==> src/rtl/muon_trigger_multi_pkg.sv <==
// Shared constants, debug bit map and helpers for the N-channel muon coincidence trigger.
package muon_trigger_multi_pkg;

  localparam int NCH_DEF        = 4;
  localparam int ADC_WIDTH_DEF  = 12;
  localparam int DELAY_MAX_DEF  = 15;
  localparam int CONSEC_MAX_DEF = 7;
  localparam int OVLP_MAX_DEF   = 15;
  localparam int DEADTIME_W     = 16;
  localparam int COUNT_W        = 32;

  // DEBUG bus layout: channel 0 {above-thr, edge, widened, TRIG}
  localparam int DBG_ABV  = 3;
  localparam int DBG_EDG  = 2;
  localparam int DBG_WIDE = 1;
  localparam int DBG_TRIG = 0;

  typedef struct packed {
    logic abv;
    logic edg;
    logic wide;
  } chan_dbg_t;

  function automatic logic [4:0] popcount16(input logic [15:0] v);
    logic [4:0] n;
    n = '0;
    for (int i = 0; i < 16; i++) n = n + 5'(v[i]);
    return n;
  endfunction

endpackage

==> src/rtl/muon_trigger_multi_if.sv <==
// Config, sample and result bundle of the muon coincidence trigger.
interface muon_trigger_multi_if #(
  parameter int NCH        = 4,
  parameter int ADC_WIDTH  = 12,
  parameter int DELAY_MAX  = 15,
  parameter int CONSEC_MAX = 7,
  parameter int OVLP_MAX   = 15
);
  localparam int DLY_W = $clog2(DELAY_MAX + 1);
  localparam int CB_W  = $clog2(CONSEC_MAX + 1);
  localparam int OV_W  = $clog2(OVLP_MAX + 1);
  localparam int M_W   = $clog2(NCH + 1);

  logic [NCH*ADC_WIDTH-1:0] ADC;
  logic [NCH*ADC_WIDTH-1:0] THR;
  logic [NCH*DLY_W-1:0]     DELAY;
  logic [NCH-1:0]           CH_ENAB;
  logic [CB_W-1:0]          CONSEC_BINS;
  logic [OV_W-1:0]          COINC_OVLP;
  logic [M_W-1:0]           MULTIPLICITY;
  logic [15:0]              DEADTIME;
  logic                     TRIG;
  logic [NCH-1:0]           TRIG_PATTERN;
  logic [31:0]              TRIG_COUNT;
  logic [3:0]               DEBUG;

  modport master (
    output ADC, THR, DELAY, CH_ENAB, CONSEC_BINS, COINC_OVLP, MULTIPLICITY, DEADTIME,
    input  TRIG, TRIG_PATTERN, TRIG_COUNT, DEBUG
  );

  modport slave (
    input  ADC, THR, DELAY, CH_ENAB, CONSEC_BINS, COINC_OVLP, MULTIPLICITY, DEADTIME,
    output TRIG, TRIG_PATTERN, TRIG_COUNT, DEBUG
  );

endinterface

==> src/rtl/muon_trigger_multi_chan.sv <==
// One trigger channel: alignment delay, threshold compare, consecutive-bin run and widening.
module muon_trig_chan
  import muon_trigger_multi_pkg::*;
#(
  parameter int ADC_WIDTH  = ADC_WIDTH_DEF,
  parameter int DELAY_MAX  = DELAY_MAX_DEF,
  parameter int CONSEC_MAX = CONSEC_MAX_DEF,
  parameter int OVLP_MAX   = OVLP_MAX_DEF,
  localparam int DLY_W = $clog2(DELAY_MAX + 1),
  localparam int CB_W  = $clog2(CONSEC_MAX + 1),
  localparam int OV_W  = $clog2(OVLP_MAX + 1)
) (
  input  logic                 i_clk,
  input  logic                 i_rst_n,
  input  logic [ADC_WIDTH-1:0] i_adc,
  input  logic [ADC_WIDTH-1:0] i_thr,
  input  logic [DLY_W-1:0]     i_dly,
  input  logic                 i_en,
  input  logic [CB_W-1:0]      i_consec,
  input  logic [OV_W-1:0]      i_ovlp,
  output logic                 o_wide,
  output chan_dbg_t            o_dbg
);
  localparam int RUN_W = $clog2(CONSEC_MAX + 2);
  localparam logic [RUN_W-1:0] RUN_SAT = RUN_W'(CONSEC_MAX + 1);

  logic [ADC_WIDTH-1:0] r_dly [DELAY_MAX+1];
  logic [ADC_WIDTH-1:0] w_tap;
  logic [ADC_WIDTH-1:0] r_tap_p0;
  logic                 r_abv_p1;
  logic [RUN_W-1:0]     r_run_p2;
  logic [RUN_W-1:0]     w_run_nxt;
  logic [RUN_W-1:0]     w_run_tgt;
  logic                 w_edge;
  logic                 r_edge_p2;
  logic [OV_W-1:0]      r_wcnt_p3;
  logic                 r_wide_p3;

  always_comb begin
    w_tap = '0;
    for (int i = 0; i <= DELAY_MAX; i++) begin
      if (i_dly == DLY_W'(i)) w_tap = r_dly[i];
    end
  end

  // Edge fires only on the step into CONSEC_BINS+1, so a saturated run stays quiet.
  always_comb begin
    w_run_tgt = RUN_W'(i_consec) + RUN_W'(1);
    if (!r_abv_p1)                w_run_nxt = '0;
    else if (r_run_p2 == RUN_SAT) w_run_nxt = RUN_SAT;
    else                          w_run_nxt = r_run_p2 + RUN_W'(1);
    w_edge = r_abv_p1 && (w_run_nxt == w_run_tgt) && (r_run_p2 != w_run_tgt);
  end

  always_ff @(posedge i_clk or negedge i_rst_n) begin
    if (!i_rst_n) begin
      for (int i = 0; i <= DELAY_MAX; i++) r_dly[i] <= '0;
      r_tap_p0  <= '0;
      r_abv_p1  <= 1'b0;
      r_run_p2  <= '0;
      r_edge_p2 <= 1'b0;
      r_wcnt_p3 <= '0;
      r_wide_p3 <= 1'b0;
    end else begin
      // DLY: shift line plus registered tap select
      r_dly[0] <= i_adc;
      for (int i = 1; i <= DELAY_MAX; i++) r_dly[i] <= r_dly[i-1];
      r_tap_p0 <= w_tap;
      // CMP
      r_abv_p1 <= (r_tap_p0 > i_thr) && i_en;
      // RUN
      r_run_p2  <= w_run_nxt;
      r_edge_p2 <= w_edge;
      // WIDE: a new edge reloads the counter, extending without a gap
      if (r_edge_p2) begin
        r_wcnt_p3 <= i_ovlp;
        r_wide_p3 <= 1'b1;
      end else if (r_wcnt_p3 != '0) begin
        r_wcnt_p3 <= r_wcnt_p3 - OV_W'(1);
        r_wide_p3 <= 1'b1;
      end else begin
        r_wide_p3 <= 1'b0;
      end
    end
  end

  assign o_wide     = r_wide_p3;
  assign o_dbg.abv  = r_abv_p1;
  assign o_dbg.edg  = r_edge_p2;
  assign o_dbg.wide = r_wide_p3;

endmodule

==> src/rtl/muon_trigger_multi.sv <==
// N-channel muon coincidence trigger: per-channel hit qualification, multiplicity, pattern, count.
// Optional holdoff after each TRIG is built when MUON_TRIG_DEADTIME_EN is defined.
module muon_trigger_multi
  import muon_trigger_multi_pkg::*;
#(
  parameter int NCH        = NCH_DEF,
  parameter int ADC_WIDTH  = ADC_WIDTH_DEF,
  parameter int DELAY_MAX  = DELAY_MAX_DEF,
  parameter int CONSEC_MAX = CONSEC_MAX_DEF,
  parameter int OVLP_MAX   = OVLP_MAX_DEF
) (
  input  logic                CLK120,
  input  logic                RESET_N,
  muon_trigger_multi_if.slave bus
);
  localparam int DLY_W = $clog2(DELAY_MAX + 1);
  localparam int CB_W  = $clog2(CONSEC_MAX + 1);
  localparam int OV_W  = $clog2(OVLP_MAX + 1);
  localparam int M_W   = $clog2(NCH + 1);

  logic [NCH*ADC_WIDTH-1:0] r_thr;
  logic [NCH*DLY_W-1:0]     r_dly;
  logic [NCH-1:0]           r_en;
  logic [CB_W-1:0]          r_consec;
  logic [OV_W-1:0]          r_ovlp;
  logic [M_W-1:0]           r_mult;
  logic [NCH-1:0]           w_wide;
  chan_dbg_t                w_dbg [NCH];
  logic [M_W-1:0]           r_sum_p4;
  logic [NCH-1:0]           r_wvec_p4;
  logic                     r_trig_p5;
  logic                     w_trig_nxt;
  logic                     w_dead_ok;
  logic [NCH-1:0]           r_pattern;
  logic [COUNT_W-1:0]       r_count;

  // Shadow config: every change lands one cycle after the port moves.
  always_ff @(posedge CLK120 or negedge RESET_N) begin
    if (!RESET_N) begin
      r_thr    <= '0;
      r_dly    <= '0;
      r_en     <= '0;
      r_consec <= '0;
      r_ovlp   <= '0;
      r_mult   <= '0;
    end else begin
      r_thr    <= bus.THR;
      r_dly    <= bus.DELAY;
      r_en     <= bus.CH_ENAB;
      r_consec <= bus.CONSEC_BINS;
      r_ovlp   <= bus.COINC_OVLP;
      r_mult   <= bus.MULTIPLICITY;
    end
  end

  for (genvar g = 0; g < NCH; g++) begin : g_chan
    muon_trig_chan #(
      .ADC_WIDTH (ADC_WIDTH),
      .DELAY_MAX (DELAY_MAX),
      .CONSEC_MAX(CONSEC_MAX),
      .OVLP_MAX  (OVLP_MAX)
    ) u_chan (
      .i_clk   (CLK120),
      .i_rst_n (RESET_N),
      .i_adc   (bus.ADC[g*ADC_WIDTH +: ADC_WIDTH]),
      .i_thr   (r_thr[g*ADC_WIDTH +: ADC_WIDTH]),
      .i_dly   (r_dly[g*DLY_W +: DLY_W]),
      .i_en    (r_en[g]),
      .i_consec(r_consec),
      .i_ovlp  (r_ovlp),
      .o_wide  (w_wide[g]),
      .o_dbg   (w_dbg[g])
    );
  end

`ifdef MUON_TRIG_DEADTIME_EN
  logic [DEADTIME_W-1:0] r_dead_cfg;
  logic [DEADTIME_W-1:0] r_dead_cnt;

  always_ff @(posedge CLK120 or negedge RESET_N) begin
    if (!RESET_N) begin
      r_dead_cfg <= '0;
      r_dead_cnt <= '0;
    end else begin
      r_dead_cfg <= bus.DEADTIME;
      if (w_trig_nxt)              r_dead_cnt <= r_dead_cfg;
      else if (r_dead_cnt != '0)   r_dead_cnt <= r_dead_cnt - DEADTIME_W'(1);
    end
  end

  assign w_dead_ok = (r_dead_cnt == '0);
`else
  logic [DEADTIME_W-1:0] w_unused_deadtime;
  assign w_unused_deadtime = bus.DEADTIME;
  assign w_dead_ok         = 1'b1;
`endif

  // The !TRIG term forbids back-to-back pulses on a held coincidence.
  assign w_trig_nxt = (r_sum_p4 >= r_mult) && (r_mult != '0) && !r_trig_p5 && w_dead_ok;

  always_ff @(posedge CLK120 or negedge RESET_N) begin
    if (!RESET_N) begin
      r_sum_p4  <= '0;
      r_wvec_p4 <= '0;
      r_trig_p5 <= 1'b0;
      r_pattern <= '0;
      r_count   <= '0;
    end else begin
      // SUM: widened-hit vector kept alongside its popcount for the pattern
      r_sum_p4  <= M_W'(popcount16(16'(w_wide)));
      r_wvec_p4 <= w_wide;
      // TRIG
      r_trig_p5 <= w_trig_nxt;
      if (w_trig_nxt) begin
        r_pattern <= r_wvec_p4;
        r_count   <= r_count + COUNT_W'(1);
      end
    end
  end

  always_comb begin
    bus.DEBUG           = '0;
    bus.DEBUG[DBG_ABV]  = w_dbg[0].abv;
    bus.DEBUG[DBG_EDG]  = w_dbg[0].edg;
    bus.DEBUG[DBG_WIDE] = w_dbg[0].wide;
    bus.DEBUG[DBG_TRIG] = r_trig_p5;
  end

  assign bus.TRIG         = r_trig_p5;
  assign bus.TRIG_PATTERN = r_pattern;
  assign bus.TRIG_COUNT   = r_count;

endmodule

==> src/flat_wrapper.sv <==
// flat-port wrapper written by rule: the top's interface ports become plain ports
module muon_trigger_multi_flat import muon_trigger_multi_pkg::*;
#(
  parameter int NCH        = NCH_DEF,
  parameter int ADC_WIDTH  = ADC_WIDTH_DEF,
  parameter int DELAY_MAX  = DELAY_MAX_DEF,
  parameter int CONSEC_MAX = CONSEC_MAX_DEF,
  parameter int OVLP_MAX   = OVLP_MAX_DEF
)
  (CLK120, RESET_N, bus_ADC, bus_THR, bus_DELAY, bus_CH_ENAB, bus_CONSEC_BINS, bus_COINC_OVLP, bus_MULTIPLICITY, bus_DEADTIME, bus_TRIG, bus_TRIG_PATTERN, bus_TRIG_COUNT, bus_DEBUG);
  muon_trigger_multi_if #(.NCH(NCH), .ADC_WIDTH(ADC_WIDTH), .DELAY_MAX(DELAY_MAX), .CONSEC_MAX(CONSEC_MAX), .OVLP_MAX(OVLP_MAX)) bus_i ();
  input  logic CLK120;
  input  logic RESET_N;
  input wire logic [$bits(bus_i.ADC)-1:0] bus_ADC;
  input wire logic [$bits(bus_i.THR)-1:0] bus_THR;
  input wire logic [$bits(bus_i.DELAY)-1:0] bus_DELAY;
  input wire logic [$bits(bus_i.CH_ENAB)-1:0] bus_CH_ENAB;
  input wire logic [$bits(bus_i.CONSEC_BINS)-1:0] bus_CONSEC_BINS;
  input wire logic [$bits(bus_i.COINC_OVLP)-1:0] bus_COINC_OVLP;
  input wire logic [$bits(bus_i.MULTIPLICITY)-1:0] bus_MULTIPLICITY;
  input wire logic [$bits(bus_i.DEADTIME)-1:0] bus_DEADTIME;
  output wire logic [$bits(bus_i.TRIG)-1:0] bus_TRIG;
  output wire logic [$bits(bus_i.TRIG_PATTERN)-1:0] bus_TRIG_PATTERN;
  output wire logic [$bits(bus_i.TRIG_COUNT)-1:0] bus_TRIG_COUNT;
  output wire logic [$bits(bus_i.DEBUG)-1:0] bus_DEBUG;
  assign bus_i.ADC = bus_ADC;
  assign bus_i.THR = bus_THR;
  assign bus_i.DELAY = bus_DELAY;
  assign bus_i.CH_ENAB = bus_CH_ENAB;
  assign bus_i.CONSEC_BINS = bus_CONSEC_BINS;
  assign bus_i.COINC_OVLP = bus_COINC_OVLP;
  assign bus_i.MULTIPLICITY = bus_MULTIPLICITY;
  assign bus_i.DEADTIME = bus_DEADTIME;
  assign bus_TRIG = bus_i.TRIG;
  assign bus_TRIG_PATTERN = bus_i.TRIG_PATTERN;
  assign bus_TRIG_COUNT = bus_i.TRIG_COUNT;
  assign bus_DEBUG = bus_i.DEBUG;
  muon_trigger_multi #(.NCH(NCH), .ADC_WIDTH(ADC_WIDTH), .DELAY_MAX(DELAY_MAX), .CONSEC_MAX(CONSEC_MAX), .OVLP_MAX(OVLP_MAX)) u_core (.CLK120(CLK120), .RESET_N(RESET_N), .bus(bus_i));
endmodule
==> config.mk <==
export PLATFORM = sky130hd
export DESIGN_NAME = muon_trigger_multi_flat
export DESIGN_NICKNAME = d
export VERILOG_FILES = /design/src/rtl/muon_trigger_multi_pkg.sv /design/src/rtl/muon_trigger_multi_if.sv /design/src/rtl/muon_trigger_multi_chan.sv /design/src/rtl/muon_trigger_multi.sv /design/src/flat_wrapper.sv
export SDC_FILE = /design/constraint.sdc
export NUM_CORES = 1
export LEC_CHECK = 0
export BUFFER_PORTS_ARGS = -buffer_cell sky130_fd_sc_hd__buf_2
export CAP_MARGIN = 0
export CORE_ASPECT_RATIO = 1.2
export CORE_UTILIZATION = 40
export DETAILED_ROUTE_END_ITERATION = 7
export PLACE_DENSITY = 0.68
export SYNTH_ARGS = -nofsm -noshare
export SYNTH_HDL_FRONTEND = slang
export SYNTH_SLANG_ARGS = --single-unit
export TNS_END_PERCENT = 20
==> constraint.sdc <==
create_clock -name CLK120 -period 2 [get_ports CLK120]
set_input_delay 0.2 -clock CLK120 [delete_from_list [all_inputs] [get_ports CLK120]]
set_output_delay 0.2 -clock CLK120 [all_outputs]
set_load 0.05 [all_outputs]
==> After elaboration in Yosys (flattened, before gate mapping) <==
Cells that the tools add are included.
Widths: inputs -> output; s select.
{ "word_totals": {"register_bits": 982, "latch_bits": 0, "ram_bits": 0, "mem_bits_ro": 0, "in_bits": 144, "output_inout_bits": 41, "wordCells": 305, "memories": 0} }
{ "classes": {"n_addsub": 13, "multipliers": 0, "n_div": 0, "n_lt_le_gt_ge": 5, "eq_ne": 72, "shift": 0, "n_mux": 88, "bitwise": 0, "n_reduce_logical": 28} }
{ "op_table": {"columns": ["op", "n"], "rows": [
  ["$mux 12", 64],
  ["$eq 4x4->1 const B", 36],
  ["$eq 4x3->1 const B", 16],
  ["$mux 4", 16],
  ["$gt 12x12->1", 4],
  ["$add 32x1->32 const B", 1],
  ["$eq 4x2->1 const B", 8],
  ["$add 4x1->4 const B", 4],
  ["$eq 4x1->1 const B", 4],
  ["$eq 4x4->1", 4],
  ["$logic_not 4->1", 4],
  ["$ne 4x4->1", 4],
  ["$reduce_bool 4->1", 4],
  ["$sub 4x1->4 const B", 4],
  ["$logic_and 1x1->1", 14],
  ["$mux 1", 8],
  ["$reduce_bool 2->1", 4],
  ["$add 3x1->3", 2],
  ["$add 3x1->4 const B", 1],
  ["$ge 3x3->1", 1],
  ["$reduce_bool 3->1", 1],
  ["$add 1x1->2", 1],
  ["$logic_not 1->1", 1]
]} }

==> Depth between registers and ports, before layout <==
Gate-level depths: netlist of the first run.
{ "logic_depth": {"word_depth": 17, "ltp_mapped": 9} }

==> Cells and area by module <==
Synthesis of the first run repeated with hierarchy kept, for this count alone.
{ "hier_totals": {"hier_cells": 2783, "area_unflattened_um2": 36681.4} }
{ "modules_own_cells": {"columns": ["mod", "n_inst", "cells_each", "area_per_inst_um2", "seq_area_each_um2"], "rows": [
  ["muon_trig_chan (u_core.g_chan[0].u_chan ...)", 3, 632, 8190.4, 5380.2],
  ["muon_trig_chan (u_core.g_chan[3].u_chan)", 1, 626, 8159.1, 5380.2],
  ["muon_trigger_multi", 1, 261, 3951.3, 3052.9]
]} }

==> Worst setup path before layout of the first run <==
No wires, ideal clock.
{ "synth_path": {"path_type": "register -> register", "from": "register u_core.r_count[4], in the netlist u_core.bus.TRIG_COUNT[4]", "to": "register u_core.r_count[23], in the netlist u_core.bus.TRIG_COUNT[23]", "setup_time_ns": 0.140, "arrival_ns": 1.878, "required_time_ns": 1.860, "path_slack_ns": -0.018, "path_stages_with_launch": 6, "n_path_buf": 0, "synth_period_minus_slack_ns": 2.018, "cell_sequence": "dfrtp_1 > nand4_4 > nor3_2 > nand4_1 > or4_4 > xnor2_2"} }
{ "synth_via": {"elab_chain_len": 1} }
{ "synth_rtl": {"columns": ["element", "line", "source"], "rows": [
  ["from (decl)", "muon_trigger_multi.sv:35", "logic [COUNT_W-1:0] r_count;"],
  ["from (signal assigned)", "muon_trigger_multi.sv:116", "r_count <= r_count + COUNT_W'(1);"],
  ["$add 32x1->32", "muon_trigger_multi.sv:116", null]
]} }
No other way between the ends.
A chain may end at the register's enable or synchronous reset.

==> Worst setup path after layout of the first run <==
{ "layout_path": {"from": "register u_core.r_dly[5]", "to": "register u_core.g_chan[1].u_chan.r_tap_p0[7]"} }
{ "layout_via": {"elab_chain_len": 17, "elab_cells_between_ends": 32, "classes_between": "eq/ne (15); mux (16); reduce/logical (1)"} }
{ "layout_rtl": {"columns": ["element", "line", "source"], "rows": [
  ["from (decl)", "muon_trigger_multi.sv:22", "logic [NCH*DLY_W-1:0] r_dly;"],
  ["from (signal assigned)", "muon_trigger_multi.sv:48", "r_dly <= bus.DELAY;"],
  ["$logic_not 4->1", "muon_trigger_multi_chan.sv:42", "if (i_dly == DLY_W'(i)) w_tap = r_dly[i];"],
  ["$mux 12 (15 in a row)", "muon_trigger_multi_chan.sv:42", null],
  ["$mux 12 *", "muon_trigger_multi_chan.sv:42", null],
  ["net u_core.g_chan[1].u_chan.w_tap[7]", "muon_trigger_multi_chan.sv:28", "logic [ADC_WIDTH-1:0] w_tap;"],
  ["to (signal assigned)", "muon_trigger_multi_chan.sv:68", "r_tap_p0 <= w_tap;"],
  ["to (decl)", "muon_trigger_multi_chan.sv:29", "logic [ADC_WIDTH-1:0] r_tap_p0;"]
]} }
The timed path passes the listed nets; every way through them passes the cells marked *.

==> impl_metrics.tcl, run 1 <==
set metrics [dict create \
    synth_top_area_share_pct 67.3 \
    hold_viol_final 0 \
    cp-start-kind "flip-flop" \
    maxCapViolCount 0 \
    core-area_sq_um 90500 \
    crit_required_ns 2.53 \
    dieArea_sq_um 92500 \
    viasPerCell 5.07 \
    pre_cts_slack_ns -0.0517 \
    arrival_ns 2.49 \
    path_max_fanout 7 \
    clock_path_buffers 3 \
    num_io_pins 185 \
    peakVddDrop_uv 822 \
    first_global_vias 23500 \
    die_w_microns 278 \
    grt_pass1_wl_microns 124000 \
    row_count 121 \
    powerDensity_nw_per_um2 1040 \
    synth_fa_ha_area_share_pct 2.49 \
    htree_levels 3 \
    syn_area_sq_um 36500 \
    finalClockSkew_ns 0.0198 \
    grt_overflow_total 0 \
    critPathBufInv 1 \
    muxShareOfSynthArea_pct 5.80 \
    status "completed" \
    min_period_ns 1.96 \
    synthArstFlopShare_pct 100 \
    finish.utilization_pct 48.9 \
    synth_area_leaders "dfrtp_1 67%, mux2i_1 3.1%, ha_1 2.4%, o21ai_0 2.1%, nand2_1 1.7%" \
    die_y_microns 333 \
    r2r_setup_slack_ns 0.04 \
    synth_top_cell_by_area "dfrtp_1" \
    yosys.area_share.simple_pct 7.92 \
    syn_inst 2756 \
    setup_viol_count_final 0 \
    period_share_pct 98.0 \
    insertion_delay_ns 0.65 \
    worstPathCellList "buf_4 > mux2_4 > a22oi_2 > o2bb2ai_1 > a221oi_1 > a311o_1" \
    synth_top_family_by_area "compound AO/OA/AOI/OAI gates" \
    post-dp-hpwl_microns 49400 \
    ys_warn_count 0 \
    area_growth_pct 21.2 \
    antenna_left 0 \
    antenna_found_initial 2 \
    track_usage_pct 16.5 \
    num_vias 22300 \
    slew_viol_final 0 \
    synthXorXnorAreaFrac_pct 1.51 \
    slowest_delay_ns 0.53 \
    setup.worst_path.class "flip-flop to flip-flop" \
    start_util_pct 40.3 \
    drtPass1Iterations 7 \
    final_layout_size_suffix_gt1_share_pct 19.2 \
    p_leak_uw 0.0198 \
    synth-main-ff-cell "dfrtp_1" \
    cpLargestDelayFamily "compound AO/OA/AOI/OAI gates" \
    drc 0 \
    hold_path_class "input port to async pin" \
    wl_microns 75200 \
    cts_buffers 98 \
    seq_area_frac_synth_pct 67.3 \
    whs_ns 0.0628 \
    fin_setup_tns_ns 0 \
    wl_per_cell_microns 17.1 \
    synth_enable_flop_cells 0 \
    port-buffer-count 168 \
    drt-initial-drc-count 1401 \
    grt_start_max_net_pins 126 \
    synth_compound_area_share_pct 11.9 \
    worst_slew_pin_slew_ns 0.680 \
    fillerInstances 7787 \
    cts_tree "done" \
    fmax_ghz 0.510 \
    cts.sinks 982 \
    max_slew_margin_pct 54.7 \
    cts-root-buf "clkbuf_16" \
    syn_avg_cell_area_sq_um 13.3 \
    critPathCaptureType "flip-flop" \
    place.gp.congestion 0.803 \
    nets 3377 \
    cts.clk_slew.worst_paths_ns 0.06 \
    slowest_stage "dfrtp_4" \
    setup_slack_ns 0.0399 \
    p_total_uw 46100 \
    synth_seq_cells 982 \
    syn_nets 2972 \
    synth.distinct_cells 93 \
    rsz0062_at_grt "true" \
]
==> area by class of cell <==
| class | count | area (sq um) | share of cell area, % |
|---|---|---|---|
| clock inverter | 43 | 515 | 1.16 |
| clock buffer | 133 | 2800 | 6.32 |
| multi-input combinational | 1530 | 10900 | 24.6 |
| antenna | 1 | 2.50 | 0.00565 |
| sequential | 982 | 24600 | 55.6 |
| tap | 1168 | 1460 | 3.30 |
| inverter | 99 | 372 | 0.840 |
| timing repair buffer | 450 | 3640 | 8.22 |
==> synth_stat cells (8+ instances only) <==
cell and n:
o2bb2ai_1 14, nand3_1 37, xor2_1 17, nor2_1 136, a211oi_1 22, and3_1 9, a221oi_1 17, and2_1 19
nor3_1 16, mux2i_1 114, ha_1 71, a31oi_1 31, buf_6 9, a2bb2oi_1 13, o32ai_1 10, buf_2 63
a22oi_1 19, a21o_1 25, nor3b_1 8, mux4_2 16, a21boi_0 16, a311oi_1 8, o211ai_1 18, dfrtp_1 982
nand4_1 14, o21ai_1 10, o21ai_0 150, xnor2_1 44, o22ai_1 59, clkbuf_1 44, mux2_2 48, inv_1 96
nand2_1 163, o221ai_1 21, a31o_2 8, nand2b_1 44, a21oi_1 116, buf_4 24, or3_1 16, nor2b_1 56
o21bai_1 8
==> power by group <==
part	switching, uW	internal (uW)
Sequential	887	21300
Clock	7670	11100
Combinational	2880	2250
Total	11400	34700
==> cell families after synthesis <==
logic type	count (synthesis)
and+or+nand+nor	564
xor gates and xnor gates	62
buffers and inverters	244
adders and majority gates	72
DFF	982
muxes	184
AOI/OAI and AO/OA	648
==> sequential cells by signal, summed over array words and instances, names as in the netlist, 4 cells and up <==
| signal | flops |
|---|---|
| u_core.bus.TRIG_COUNT | 32 |
| u_core.bus.TRIG_PATTERN | 4 |
| u_core.g_chan.u_chan.o_wide | 4 |
| u_core.g_chan.u_chan.r_abv_p1 | 4 |
| u_core.g_chan.u_chan.r_dly | 768 |
| u_core.g_chan.u_chan.r_edge_p2 | 4 |
| u_core.g_chan.u_chan.r_run_p2 | 16 |
| u_core.g_chan.u_chan.r_tap_p0 | 48 |
| u_core.g_chan.u_chan.r_wcnt_p3 | 16 |
| u_core.r_dly | 16 |
| u_core.r_en | 4 |
| u_core.r_ovlp | 4 |
| u_core.r_thr | 48 |
| u_core.r_wvec_p4 | 4 |
==> cell usage in the layout, fill, tap and decap left out, types with 19 or more instances in the layout <==
master / Yosys / routed
o21ai_0: 150 / 150
a211oi_1: 22 / 22
dlygate4sd3_1: 0 / 127
mux2_2: 48 / 48
nand3_1: 37 / 36
a31oi_1: 31 / 31
buf_2: 63 / 167
clkinv_2: 0 / 21
o22ai_1: 59 / 59
ha_1: 71 / 71
and2_1: 19 / 19
o221ai_1: 21 / 21
a21o_1: 25 / 25
nor2b_1: 56 / 55
clkbuf_16: 0 / 101
buf_4: 24 / 127
nor2_1: 136 / 135
xnor2_1: 44 / 44
a21oi_1: 116 / 115
nand2b_1: 44 / 43
buf_12: 0 / 28
mux2i_1: 114 / 114
dfrtp_1: 982 / 971
inv_1: 96 / 96
nand2_1: 163 / 161
==> per-stage QoR <==
stage | instance area (sq um) | cells
floorplan | 36500 | 2756
global placement | 39500 | 4096
detailed placement | 39500 | 4096
CTS | 44100 | 4399
global route | 44300 | 4405
finish | 44300 | 4406
==> per-layer routing <==
layer	GRT usage, %	vias to the layer above	share of wire (%)
met5	0	-	0.017
met4	5.30	2	2.3
met3	2.56	111	3.7
met2	27.1	411	48
met1	22.3	11200	46
li1	-	10600	-
==> final timing paths <==
path,startpoint,end,cells past startpoint
min reg2reg,u_core.g_chan[3].u_chan.r_dly[35]$_DFF_PN0_,u_core.g_chan[3].u_chan.r_dly[23]$_DFF_PN0_,0
min in group CLK120,bus_THR[21],u_core.r_thr[21]$_DFF_PN0_,2
max reg2reg,u_core.r_dly[5]$_DFF_PN0_,u_core.g_chan[1].u_chan.r_tap_p0[7]$_DFF_PN0_,6
max,u_core.r_dly[5]$_DFF_PN0_,u_core.g_chan[1].u_chan.r_tap_p0[7]$_DFF_PN0_,6
min,RESET_N,u_core.g_chan[2].u_chan.r_dly[30]$_DFF_PN0_,2
max in group asynchronous,RESET_N,u_core.g_chan[1].u_chan.r_tap_p0[5]$_DFF_PN0_,3
==> worst register-to-register path, stage by stage (launching register included) <==
cell and delay (ns):
dfrtp_4 0.53, buf_4 0.17, mux2_4 0.29, a22oi_2 0.21, o2bb2ai_1 0.16, a221oi_1 0.14, a311o_1 0.34
==> repair_timing <==
action,in CTS,in global routing
endpoints found under the setup margin,10,18
buffers inserted,0,6
resized for setup,2,22
hold buffers,127,0
endpoints found under the hold margin,934,0
pin swaps,0,2
Power figures use the tool's default switching activity.
==> inputs of run 2 (changes only) <==
--- a/config.mk
+++ b/config.mk
@@ -10,7 +10,7 @@
 export CORE_ASPECT_RATIO = 1.2
 export CORE_UTILIZATION = 40
 export DETAILED_ROUTE_END_ITERATION = 7
-export PLACE_DENSITY = 0.68
+export PLACE_DENSITY = 0.57
 export SYNTH_ARGS = -nofsm -noshare
 export SYNTH_HDL_FRONTEND = slang
 export SYNTH_SLANG_ARGS = --single-unit
==> impl_metrics.tcl, run 2 (same netlist as run 1, synthesis figures left out) <==
set metrics [dict create \
    path_max_fanout 9 \
    hold_path_class "input port to async pin" \
    powerDensity_nw_per_um2 1030 \
    die_y_microns 333 \
    htree_levels 3 \
    setup_viol_count_final 0 \
    r2r_setup_slack_ns 0.05 \
    worst_slew_pin_slew_ns 0.645 \
    drtPass1Iterations 5 \
    die_w_microns 278 \
    wl_per_cell_microns 17.6 \
    viasPerCell 5.14 \
    post-dp-hpwl_microns 52900 \
    arrival_ns 2.53 \
    clock_path_buffers 3 \
    largest_register_ffs 768 \
    cts.clk_slew.worst_paths_ns 0.06 \
    area_growth_pct 21.7 \
    hold_viol_final 0 \
    num_io_pins 185 \
    port-buffer-count 168 \
    grt_overflow_total 0 \
    layout_common_cells "971 x dfrtp_1, 167 x buf_2, 162 x nand2_1" \
    fillerInstances 7844 \
    multiInputGateArea_sq_um 11000 \
    first_global_vias 24600 \
    max_slew_margin_pct 56.9 \
    row_count 121 \
    whs_ns 0.0475 \
    cts_buffers 98 \
    seqCellArea_sq_um 24600 \
    insertion_delay_ns 0.65 \
    finish.utilization_pct 49.1 \
    drc 0 \
    setup.worst_path.class "flip-flop to flip-flop" \
    nets 3387 \
    period_share_pct 97.3 \
    regMostFlops "u_core.g_chan.u_chan.r_dly" \
    layout_commonest_cell "dfrtp_1" \
    finalClockSkew_ns 0.0134 \
    core-area_sq_um 90500 \
    num_vias 22700 \
    p_leak_uw 0.0198 \
    final_layout_size_suffix_gt1_share_pct 19.8 \
    grt_start_max_net_pins 110 \
    wl_microns 77900 \
    cp-start-kind "flip-flop" \
    start_util_pct 40.3 \
    fmax_ghz 0.514 \
    grt_pass1_wl_microns 130000 \
    cts.sinks 982 \
    critPathCaptureType "flip-flop" \
    place.gp.congestion 0.836 \
    peakVddDrop_uv 652 \
    min_period_ns 1.95 \
    cts-root-buf "clkbuf_16" \
    rsz0062_at_grt "true" \
    antenna_found_initial 2 \
    slew_viol_final 0 \
    status "completed" \
    drt-initial-drc-count 1160 \
    antenna_left 0 \
    crit_required_ns 2.58 \
    maxCapViolCount 0 \
    dieArea_sq_um 92500 \
    cts_tree "done" \
    track_usage_pct 17.2 \
    antennaDiodeCount 0 \
    top_regs "u_core.g_chan.u_chan.r_dly x768, u_core.g_chan.u_chan.r_tap_p0 x48, u_core.r_thr x48" \
]
==> run 2: changes by cell type in the layout (fill, tap and decap cells not counted), moves of 4 or more <==
| cell | change |
|---|---|
| a221oi_1 | -5 |
| a221oi_2 | +5 |
| buf_6 | +6 |
| bufinv_16 | -5 |
| clkbuf_1 | +4 |
| clkbuf_8 | +13 |
| clkinv_2 | -5 |
| nand2b_1 | -4 |
| nand2b_2 | +4 |
| o21ai_1 | +4 |
==> run 2: cell type report <==
type | count | area share (%)
flip-flops and latches | 982 | 55.4
multi-input cells | 1530 | 24.6
repair buffers | 460 | 8.42
clock buffers | 148 | 6.64
well taps | 1168 | 3.29
inverters | 99 | 0.842
clock inverters | 34 | 0.805
==> run 2: path summary, 6_finish.rpt <==
| check | cells past startpoint | start | end |
|---|---|---|---|
| min in group CLK120 | 2 | bus_ADC[25] | u_core.g_chan[2].u_chan.r_dly[181]$_DFF_PN0_ |
| worst min register to register | 0 | u_core.g_chan[2].u_chan.r_dly[45]$_DFF_PN0_ | u_core.g_chan[2].u_chan.r_dly[33]$_DFF_PN0_ |
| worst min-delay path | 2 | RESET_N | u_core.g_chan[1].u_chan.r_dly[167]$_DFF_PN0_ |
| worst max-delay path | 6 | u_core.r_dly[5]$_DFF_PN0_ | u_core.g_chan[1].u_chan.r_tap_p0[7]$_DFF_PN0_ |
| max in group asynchronous | 3 | RESET_N | u_core.r_dly[8]$_DFF_PN0_ |
| worst max register to register | 6 | u_core.r_dly[5]$_DFF_PN0_ | u_core.g_chan[1].u_chan.r_tap_p0[7]$_DFF_PN0_ |
==> run 2: per-stage QoR <==
step / area [sq um] / setup slack (ns) / total power, uW / setup TNS [ns] / std cells
final: 44400 / 0.0532 / 46000 / 0 / 4421
after global routing: 44400 / -0.0406 / 48200 / -0.183 / 4421
after CTS: 44200 / -0.00110 / 46600 / -0.00110 / 4418
after detailed placement: 39600 / -0.0450 / 27600 / -0.0920 / 4109
after global placement: 39600 / -0.00961 / 27300 / -0.0131 / 4109
after floorplan: 36500 / 0.00316 / 25500 / 0 / 2756
==> run 2: worst max-delay path: stages (launching register included) <==
cell       delay (ns)
dfrtp_4          0.49
clkbuf_8         0.19
nor3b_4          0.30
o21ai_0          0.15
o2bb2ai_1        0.16
a221oi_1         0.39
a311o_1          0.19
==> run 2: timing repair <==
item / CTS / global route
endpoints found under the setup margin: 14 / 36
pin swaps: 2 / 4
hold buffers: 127 / 0
setup buffers: 0 / 3
gates resized for setup: 9 / 43
hold endpoints to repair: 748 / 0
==> run 2: per-layer routing <==
layer  wire length, microns  global-route usage [%]  share of wire, %  up-vias
met3                   3010                    2.72               3.9      129
li1                       -                       -                 -    10600
met2                  38300                    28.6                49      434
met1                  35000                    23.0                45    11500
met4                   1650                    5.52               2.1        0
met5                      0                       0                 0        -
==> run 2: report_power, final <==
group / internal [uW] / switching (uW) / total [uW]
registers: 21300 / 902 / 22200
clock network: 10900 / 7630 / 18500
logic: 2300 / 2990 / 5280
total: 34500 / 11500 / 46000
==> inputs of run 3 (changes only) <==
--- a/config.mk
+++ b/config.mk
@@ -11,6 +11,7 @@
 export CORE_UTILIZATION = 40
 export DETAILED_ROUTE_END_ITERATION = 7
 export PLACE_DENSITY = 0.57
+export REMOVE_ABC_BUFFERS = 1
 export SYNTH_ARGS = -nofsm -noshare
 export SYNTH_HDL_FRONTEND = slang
 export SYNTH_SLANG_ARGS = --single-unit
==> impl_metrics.tcl, run 3 (same netlist as run 1, synthesis figures left out) <==
set metrics [dict create \
    status "completed" \
    finalClockSkew_ns 0.0265 \
    worstPathCellList "buf_4 > or3b_4 > nor2_1 > o311ai_2 > a32oi_1 > a2bb2oi_1" \
    pwr-share-clk_pct 40.3 \
    regMostFlops "u_core.g_chan.u_chan.r_dly" \
    wl_per_cell_microns 17.7 \
    final_layout_size_suffix_gt1_share_pct 20.1 \
    maxCapViolCount 0 \
    p_sw_share_pct 24.8 \
    track_usage_pct 17.2 \
    period_share_pct 97.6 \
    drt-initial-drc-count 1249 \
    slew_viol_final 0 \
    crit_required_ns 2.57 \
    rsz0062_at_grt "true" \
    cts-root-buf "clkbuf_16" \
    slowest_delay_ns 0.47 \
    fmax_ghz 0.512 \
    powerDensity_nw_per_um2 1030 \
    peakVddDrop_uv 607 \
    row_count 121 \
    internal_power_uw 34600 \
    top_regs "u_core.g_chan.u_chan.r_dly x768, u_core.g_chan.u_chan.r_tap_p0 x48, u_core.r_thr x48" \
    clock_path_buffers 3 \
    pwr-share-comb_pct 11.4 \
    fin_setup_tns_ns 0 \
    port-buffer-count 168 \
    p_total_uw 46000 \
    die_y_microns 333 \
    layout_commonest_cell "dfrtp_1" \
    worst_slew_pin_slew_ns 0.634 \
    seq_power_share_pct 48.3 \
    arrival_ns 2.52 \
    r2r-start "u_core.r_dly[10]$_DFF_PN0_" \
    htree_levels 3 \
    antenna_left 0 \
    place.gp.congestion 0.828 \
    grt_overflow_total 0 \
    first_global_vias 24200 \
    drtPass1Iterations 7 \
    whs_ns 0.0314 \
    crit_start "u_core.r_dly[10]$_DFF_PN0_" \
    post-dp-hpwl_microns 53400 \
    dieArea_sq_um 92500 \
    antenna_found_initial 6 \
    largest_register_ffs 768 \
    nets 3415 \
    setup_viol_count_final 0 \
    cts_buffers 98 \
    max_slew_margin_pct 57.6 \
    cp-start-kind "flip-flop" \
    core-area_sq_um 90500 \
    die_w_microns 278 \
    critPathCaptureType "flip-flop" \
    drc 0 \
    switchingPower_uw 11400 \
    cts_tree "done" \
    fillerInstances 7830 \
    slowest_stage "dfrtp_2" \
    hold_viol_final 0 \
    grt_start_max_net_pins 65 \
    cts.sinks 982 \
    num_io_pins 185 \
    insertion_delay_ns 0.67 \
    antennaDiodeCount 0 \
    grt_pass1_wl_microns 129000 \
    wl_microns 78700 \
    cts.clk_slew.worst_paths_ns 0.07 \
    viasPerCell 5.12 \
    setup.worst_path.class "flip-flop to flip-flop" \
    num_vias 22700 \
    start_util_pct 40.3 \
    hold_path_class "input port to async pin" \
    p_leak_uw 0.0199 \
    path_max_fanout 6 \
    area_growth_pct 22.1 \
    layout_common_cells "970 x dfrtp_1, 167 x buf_2, 161 x nand2_1" \
    min_period_ns 1.95 \
]
## run 3: area by class of cell
class | instances | area (sq um) | share of cell area (%)
sequential | 982 | 24600 | 55.2
multi-input combinational | 1530 | 10900 | 24.5
clock buffer | 142 | 2880 | 6.45
tap | 1168 | 1460 | 3.28
clock inverter | 29 | 395 | 0.886
timing repair buffer | 488 | 3980 | 8.92
inverter | 99 | 372 | 0.833
## run 3: layer usage
metal	up-vias	GRT usage (%)	part of all wire, %
li1	10700	-	-
met1	11500	22.9	44
met2	483	28.8	50
met3	126	2.92	4.2
met4	2	5.09	2.1
met5	-	0	0.017
## run 3: power groups by stage
stage	Clock, uW	Combinational [uW]	Sequential [uW]
after floorplan	0	2590	22800
final	18600	5250	22200
after global routing	19900	5870	22400
after CTS	19200	5240	22200
after global placement	0	4830	22500
after detailed placement	0	5020	22600
## run 3: path summary, 6_finish.rpt
check	slack, ns	cells past startpoint	endpoint
max reg2reg	0.05	6	u_core.g_chan[2].u_chan.r_tap_p0[6]$_DFF_PN0_
max in group asynchronous	1.04	4	u_core.g_chan[0].u_chan.r_dly[138]$_DFF_PN0_
max	0.05	6	u_core.g_chan[2].u_chan.r_tap_p0[6]$_DFF_PN0_
min in group CLK120	0.16	2	u_core.r_thr[39]$_DFF_PN0_
min reg2reg	0.36	0	u_core.g_chan[3].u_chan.r_dly[107]$_DFF_PN0_
min	0.03	2	u_core.r_thr[13]$_DFF_PN0_
## run 3: worst max-delay path, delay by kind of cell (launching register included)
kind	cells	cell delay [ns]
and+or+nand+nor	2	0.55
DFF	1	0.47
buffers and inverters	1	0.18
AOI/OAI and AO/OA	3	0.65
## run 3: metrics by stage
stage | instances | util (%) | setup WS [ns] | cell area, sq um
2_1_floorplan | 2611 | - | -1.66 | 35700
3_3_place_gp | 4122 | 43.9 | -0.0498 | 39800
3_5_place_dp | 4122 | 43.9 | -0.0610 | 39800
4_1_cts | 4420 | 49.0 | 0.00550 | 44300
5_1_grt | 4438 | 49.3 | -0.00985 | 44600
6_report | 4438 | 49.3 | 0.0476 | 44600
## run 3: what timing repair did
action / CTS / global route
setup buffers: 0 / 18
endpoints found under the setup margin: 13 / 35
endpoints found under the hold margin: 687 / 0
hold buffers: 127 / 0
resized for setup: 4 / 35
pin swaps: 0 / 4
